[src/rtl/prefix_chain_pkg.sv]
// Shared operator codes and bit-level helpers for the prefix chain pipeline.
// Reserved op 2'b11 falls through to AND everywhere.
package prefix_chain_pkg;

    localparam logic [1:0] OP_AND = 2'b00;
    localparam logic [1:0] OP_OR  = 2'b01;
    localparam logic [1:0] OP_XOR = 2'b10;

    function automatic logic identity(input logic [1:0] op);
        case (op)
            OP_OR:   identity = 1'b0;
            OP_XOR:  identity = 1'b0;
            default: identity = 1'b1;
        endcase
    endfunction

    function automatic logic apply(
        input logic [1:0] op,
        input logic       a,
        input logic       b
    );
        case (op)
            OP_OR:   apply = a | b;
            OP_XOR:  apply = a ^ b;
            default: apply = a & b;
        endcase
    endfunction

endpackage

[src/rtl/prefix_ripple.sv]
// Combinational ripple prefix: prefix[i] = seed op d[0] op ... op d[i].
module prefix_ripple
    import prefix_chain_pkg::*;
#(
    parameter int WIDTH = 4
) (
    input  logic             seed,
    input  logic [1:0]       op,
    input  logic [WIDTH-1:0] data,
    output logic [WIDTH-1:0] prefix
);

    logic acc;

    always_comb begin
        acc    = seed;
        prefix = '0;
        for (int i = 0; i < WIDTH; i++) begin
            acc       = apply(op, acc, data[i]);
            prefix[i] = acc;
        end
    end

endmodule

[src/rtl/prefix_chain_pipe.sv]
// Two-stage valid/ready prefix-reduction pipeline with cross-beat carry.
// Stage 1 latches operands and seed; stage 2 ripples and registers the result.
module prefix_chain_pipe
    import prefix_chain_pkg::*;
#(
    parameter int WIDTH = 4,
    parameter int OP_W  = 2
) (
    input  logic             clk,
    input  logic             rst_n,
    input  logic             in_valid,
    output logic             in_ready,
    input  logic [WIDTH-1:0] in_data,
    input  logic [OP_W-1:0]  in_op,
    input  logic             in_chain,
    input  logic             in_last,
    output logic             out_valid,
    input  logic             out_ready,
    output logic [WIDTH-1:0] out_prefix,
    output logic             out_last
);

    logic             s1_valid;
    logic [WIDTH-1:0] s1_data;
    logic             s1_seed;
    logic [OP_W-1:0]  s1_op;
    logic             s1_last;
    logic             s2_valid;

    logic             sof;
    logic             carry;
    logic [OP_W-1:0]  op_q;

    logic             adv1;
    logic             adv2;
    logic             accept;
    logic [OP_W-1:0]  eff_op;
    logic             seed;
    logic             red;
    logic [WIDTH-1:0] ripple;

    assign adv2      = !s2_valid || out_ready;
    assign adv1      = !s1_valid || adv2;
    assign in_ready  = adv1;
    assign accept    = in_valid && in_ready;
    assign out_valid = s2_valid;

    assign eff_op = sof ? in_op : op_q;
    assign seed   = (in_chain && !sof) ? carry : identity(eff_op);

    // Full-word reduction feeds the carry directly, so the next beat
    // never has to wait for stage 2.
    always_comb begin
        red = seed;
        for (int i = 0; i < WIDTH; i++) begin
            red = apply(eff_op, red, in_data[i]);
        end
    end

    always_ff @(posedge clk or negedge rst_n) begin
        if (!rst_n) begin
            sof   <= 1'b1;
            carry <= 1'b0;
            op_q  <= '0;
        end else if (accept) begin
            sof   <= in_last;
            carry <= red;
            if (sof) begin
                op_q <= in_op;
            end
        end
    end

    always_ff @(posedge clk or negedge rst_n) begin
        if (!rst_n) begin
            s1_valid <= 1'b0;
            s1_data  <= '0;
            s1_seed  <= 1'b0;
            s1_op    <= '0;
            s1_last  <= 1'b0;
        end else if (adv1) begin
            s1_valid <= accept;
            s1_data  <= in_data;
            s1_seed  <= seed;
            s1_op    <= eff_op;
            s1_last  <= in_last;
        end
    end

    prefix_ripple #(
        .WIDTH (WIDTH)
    ) u_ripple (
        .seed   (s1_seed),
        .op     (s1_op),
        .data   (s1_data),
        .prefix (ripple)
    );

    always_ff @(posedge clk or negedge rst_n) begin
        if (!rst_n) begin
            s2_valid   <= 1'b0;
            out_prefix <= '0;
            out_last   <= 1'b0;
        end else if (adv2) begin
            s2_valid <= s1_valid;
            if (s1_valid) begin
                out_prefix <= ripple;
                out_last   <= s1_last;
            end
        end
    end

endmodule

[config.mk]
export PLATFORM = sky130hd
export DESIGN_NAME = prefix_chain_pipe
export DESIGN_NICKNAME = d
export VERILOG_FILES = /design/src/rtl/prefix_chain_pkg.sv /design/src/rtl/prefix_ripple.sv /design/src/rtl/prefix_chain_pipe.sv
export SDC_FILE = /design/constraint.sdc
export NUM_CORES = 1
export LEC_CHECK = 0
export CORE_MARGIN = 4
export CORE_UTILIZATION = 40
export DETAILED_ROUTE_END_ITERATION = 8
export GPL_TIMING_DRIVEN = 0
export PLACE_DENSITY = 0.67
export RECOVER_POWER = 100
export SLEW_MARGIN = 20
export SYNTH_ARGS = -nofsm -noshare
export SYNTH_HDL_FRONTEND = slang
export SYNTH_HIERARCHICAL = 1
export SYNTH_SLANG_ARGS = --single-unit
[constraint.sdc]
create_clock -name clk -period 5.4 [get_ports clk]
set_clock_uncertainty 0.2 [all_clocks]
set_input_delay 1.35 -clock clk [delete_from_list [all_inputs] [get_ports clk]]
set_output_delay 1.35 -clock clk [all_outputs]
set_load 0.1 [all_outputs]
======== Yosys cells after proc, flatten, opt, wreduce, memory -nomap -nowiden ========
Index checks and enable logic that the tools add are counted.
storage, ports and cells
  input port bits ......................... 12
  register bits ........................... 19
  logic and storage cells ................. 59
  output and inout bits ................... 7
operators by class
  reductions and logical operators ........ 9
  bitwise gates (word level) .............. 24
  equal/unequal tests ..................... 4
  mux-type cells .......................... 11
operators by type and width
  cell                  count
  $pmux W1 S2           8
  $and A1 B1 Y1         8
  $or A1 B1 Y1          8
  $xor A1 B1 Y1         8
  $eq A2 B1 Y1 const B  2
  $eq A2 B2 Y1 const B  2
  $logic_not A1 Y1      3
  $logic_and A1 B1 Y1   2
  $logic_or A1 B1 Y1    2
  $mux W1               2
  $mux W2               1
  $reduce_and A2 Y1     1
  $reduce_or A2 Y1      1

======== Depth between registers and ports, before layout ========
  word-level depth ........................ 13
  gate-level depth with buffers ........... 19

======== By module ========
Netlist, hierarchy kept.
by module, submodules not included
  module             cells each  instances  sequential area each (um^2)  area each (um^2)
  prefix_chain_pipe  84          1          476.7                        1004.7
  prefix_ripple      38          1          0.0                          286.5

======== Least setup slack after synthesis ========
No wires, ideal clock.
  path type ............................... input to register
  start ................................... in in_op[1]
  end ..................................... reg carry
  setup time .............................. 0.128 ns
  data arrival time ....................... 4.247 ns
  data required time ...................... 5.072 ns
  path buffers ............................ 0
  stages .................................. 16
  path slack .............................. 0.825 ns
  cells stage by stage .................... mux2i_1 -> inv_1 -> ha_1 -> a21o_1 -> ha_1 -> a21oi_1 -> a22o_1 -> ha_1 -> a22oi_1 -> o21a_1 -> ha_1 -> a22oi_1 -> o21a_1 -> ha_1 -> a221oi_1 -> o2bb2ai_1
between the ends
  longest elaborated chain between the ends .. 13
  elaborated cells on any way between the ends .. 22
  classes of those cells .................. 2 x eq/ne; 7 x mux; 12 x bitwise; 1 x reduce/logical
ends and longest elaborated chain
  what                                          RTL line                                        source
  start: declaration                            prefix_chain_pipe.sv:14                         input logic [OP_W-1:0] in_op,
  $mux W2 (*)                                   n/a
  net eff_op[1]                                 prefix_chain_pipe.sv:37                         logic [OP_W-1:0] eff_op;
  $eq A2 B2 Y1 or $eq A2 B1 Y1 (tied branches)  prefix_chain_pkg.sv:10, prefix_chain_pkg.sv:22
  $reduce_or A2 Y1 (no line)                    n/a
  $mux W1                                       prefix_chain_pkg.sv:10                          case (op)
  $mux W1                                       prefix_chain_pipe.sv:49                         assign seed = (in_chain && !sof) ? carry : identity(eff_op);
  $and A1 B1 Y1 (tied with other cells)         prefix_chain_pkg.sv:25                          default: apply = a & b;
  $pmux W1 S2                                   prefix_chain_pkg.sv:22                          case (op)
  $and A1 B1 Y1 (tied with other cells)         prefix_chain_pkg.sv:25
  $pmux W1 S2                                   prefix_chain_pkg.sv:22
  $and A1 B1 Y1 (tied with other cells)         prefix_chain_pkg.sv:25
  $pmux W1 S2                                   prefix_chain_pkg.sv:22
  $and A1 B1 Y1 (tied with other cells)         prefix_chain_pkg.sv:25
  $pmux W1 S2 (*)                               prefix_chain_pkg.sv:22
  end signal: assignment                        prefix_chain_pipe.sv:67                         carry <= red;
  end: declaration                              prefix_chain_pipe.sv:31                         logic carry;
Mark *: on every way through the listed nets, which the timed path passes. The rest lies on a longest branch.
A chain may end at the register's enable or synchronous reset.

======== Worst setup path in the final report ========
  start ................................... in out_ready
  end ..................................... out in_ready
between the ends
  longest elaborated chain between the ends .. 2
ends and longest elaborated chain
  what                RTL line                 source
  start: declaration  prefix_chain_pipe.sv:18  input logic out_ready,
  $logic_or A1 B1 Y1  prefix_chain_pipe.sv:42  assign adv2 = !s2_valid || out_ready;
  $logic_or A1 B1 Y1  prefix_chain_pipe.sv:43  assign adv1 = !s1_valid || adv2;
  end: declaration    prefix_chain_pipe.sv:12  output logic in_ready,
No other way between the ends.

==> flow_metrics.tcl <==
set metrics [dict create \
    power_switching_share_pct 48.2 \
    final_nets 176 \
    grt_antenna_before_repair 0 \
    drc 0 \
    cpMostUsedCell "dlygate4sd3_1" \
    vias_per_cell 4.90 \
    synthArstFlopShare_pct 100 \
    post-route-min-period_ns 5.13 \
    clockBufferDepth 2 \
    slowest_delay_ns 1.22 \
    cts_made_buffers 3 \
    routed_wl_microns 2380 \
    ir_drop_mv 0.292 \
    detailroute.via_count 922 \
    n_antenna_cell 0 \
    die_height_microns 64.8 \
    min_path_type "flop to flop" \
    critical_path.max_fanout 10 \
    crit_chain "dlygate4sd3_1, nand3b_1, buf_4, dlygate4sd3_1" \
    htreeDepth 1 \
    grt_max_degree 20 \
    syn_area_sq_um 1290 \
    grt_use_total_pct 12.6 \
    ys_seq_elements 19 \
    slew_headroom_pct 34.2 \
    seq_area_frac_synth_pct 36.9 \
    p_per_area_nw_per_um2 493 \
    start_kind "input pin" \
    multi_input_area_sq_um 713 \
    postCtsSetupBuffers 0 \
    register_area_sq_um 477 \
    overflow 0 \
    synth_cell_type_count 27 \
    synth.net_count 153 \
    num_rows 20 \
    comb_power_share_pct 63.1 \
    cts_root_buf "clkbuf_4" \
    place_congestion 0.754 \
    layout-drive-gt1-share_pct 15.3 \
    p_seq_share_pct 27.3 \
    cts_sinks 19 \
    die_x_microns 64.8 \
    synth_top_area_cell "dfrtp_1" \
    finalSetupViolCount 0 \
    switching_power_uw 365 \
    grt_pass1_vias 912 \
    worstSkewPairLatency_ns 0.30 \
    synth-edff-count 0 \
    synth_area_leaders "dfrtp_1 (35%), ha_1 (18%), mux2_2 (11%)" \
    crit_required_ns 3.85 \
    fp.coreArea_sq_um 3080 \
    path_class "input pin to output port" \
    avgSynthCellArea_sq_um 10.6 \
    arrival_ns 3.58 \
    io_buffer_count 18 \
    dr.first_iter.drc_count 12 \
    area_delta_synth_final_pct 18.9 \
    crit_buf_inv 3 \
    fillCellCount 296 \
    ys.flop_type "dfrtp_1" \
    fmax_mhz 195 \
    synthCells 122 \
    crit_family "buffers and inverters" \
    leakage_uw 0.000734 \
    p_int_uw 391 \
    status "completed" \
    pwr-share-clk_pct 9.6 \
    grt_pass1_wl_microns 4040 \
    post-route-period-util_pct 94.9 \
    end_kind "output port" \
    worstMarginPinSlew_ns 0.984 \
    post_cts_resized 0 \
    synth-warning-count 6 \
    dieArea_sq_um 4200 \
    wl_per_cell_microns 12.6 \
    tns_ns 0 \
    clk_pin_slew_worst_paths_ns 0.11 \
    drtPass1Iterations 4 \
    dp_hpwl_microns 1910 \
    cap_violations 0 \
    cts_hold_buf 0 \
    final_core_util_pct 49.9 \
    maxSlewViolCount 0 \
    hold_viol_final 0 \
    initial_core_util_pct 42.0 \
    cp_slowest_cell "dlygate4sd3_1" \
    ant_nets 0 \
    cts_tree "yes" \
    netlist.area_leader.share_pct 34.9 \
    io_pins 19 \
    rsz0062_at_grt "false" \
]
per-stage QoR:
step	instances	hold slack [ns]	cell area [sq um]	total power [uW]	setup WS [ns]
after CTS	188	0.310	1550	777	0.423
after global routing	188	0.323	1540	820	0.196
after detailed placement	184	0.285	1530	702	0.0917
after floorplan	122	0.249	1290	591	0.825
after global placement	184	0.269	1530	682	0.172
final	188	0.307	1540	756	0.273
path summary, 6_finish.rpt:
| path | from | to | slack [ns] | cells past startpoint |
|---|---|---|---|---|
| min in group asynchronous | rst_n | s1_last | 1.40 | 1 |
| max in group asynchronous | rst_n | s1_data[0] | 3.05 | 1 |
| worst max register to register | sof | carry | 1.23 | 16 |
| worst max-delay path | out_ready | in_ready | 0.27 | 4 |
| worst min-delay path | carry | carry | 0.31 | 1 |
| worst min register to register | carry | carry | 0.31 | 1 |
cell families after synthesis:
family / count (synthesis) / synth area share, %
AND/OR/NAND/NOR: 26 / 12.4
AO/OA/AOI/OAI: 22 / 11.8
buffers and inverters: 20 / 6.39
adder cells (fa/ha/maj): 19 / 18.4
flip-flops: 19 / 36.9
multiplexers: 16 / 14.1
sequential cells by signal, indices dropped and copies added (netlist names):
signal / flops
s1_op: 2
op_q: 2
s1_data: 4
out_last: 1
out_prefix: 4
sof: 1
s1_valid: 1
s1_last: 1
carry: 1
out_valid: 1
s1_seed: 1
power groups by stage:
stage               logic, uW  registers, uW  clock network, uW
floorplan                 263            328                  0
global placement          473            209                  0
detailed placement        490            212                  0
global route              522            212               85.4
CTS                       492            209               76.2
finish                    477            207               72.7
per-layer routing:
| layer | vias up | GRT usage, % | part of all wire, % |
|---|---|---|---|
| met1 | 443 | 15.8 | 46 |
| met2 | 15 | 20.4 | 50 |
| met5 | - | 0 | 0 |
| met4 | 0 | 3.96 | 0.51 |
| li1 | 462 | - | - |
| met3 | 2 | 3.99 | 3.5 |
placed cells by master (no fill, tap or decap), types with 3 or more instances in the layout:
cell type | netlist | routed
a21oi_1 | 3 | 3
dfrtp_1 | 18 | 18
a31oi_1 | 4 | 4
ha_1 | 19 | 19
dlygate4sd3_1 | 0 | 9
mux2_2 | 13 | 13
nand2b_1 | 9 | 9
clkbuf_4 | 0 | 3
a31o_1 | 3 | 3
clkdlybuf4s50_1 | 0 | 9
nand2_1 | 8 | 8
inv_1 | 17 | 17
a22oi_1 | 3 | 3
o21ai_0 | 3 | 3
synthesized netlist by cell type (2+ instances only):
library cell and n:
a21oi_1 3, a22oi_1 3, inv_1 17, mux2i_1 2, dfrtp_1 18, nand2b_1 9
a31o_1 3, buf_4 2, ha_1 19, nand2_1 8, o21ai_0 3, o21a_1 2
nor2_1 2, nor2b_2 3, mux2_2 13, a31oi_1 4
cell type report:
| type | count | area share, % |
|---|---|---|
| Clock buffer | 3 | 1.47 |
| Sequential cell | 19 | 31.1 |
| Clock inverter | 1 | 0.326 |
| Buffer | 3 | 1.22 |
| Timing Repair Buffer | 18 | 11.7 |
| Tap cell | 44 | 3.59 |
| Inverter | 17 | 4.16 |
| Multi-Input combinational cell | 83 | 46.5 |
Note: power is estimated with default switching activity, not from simulation.
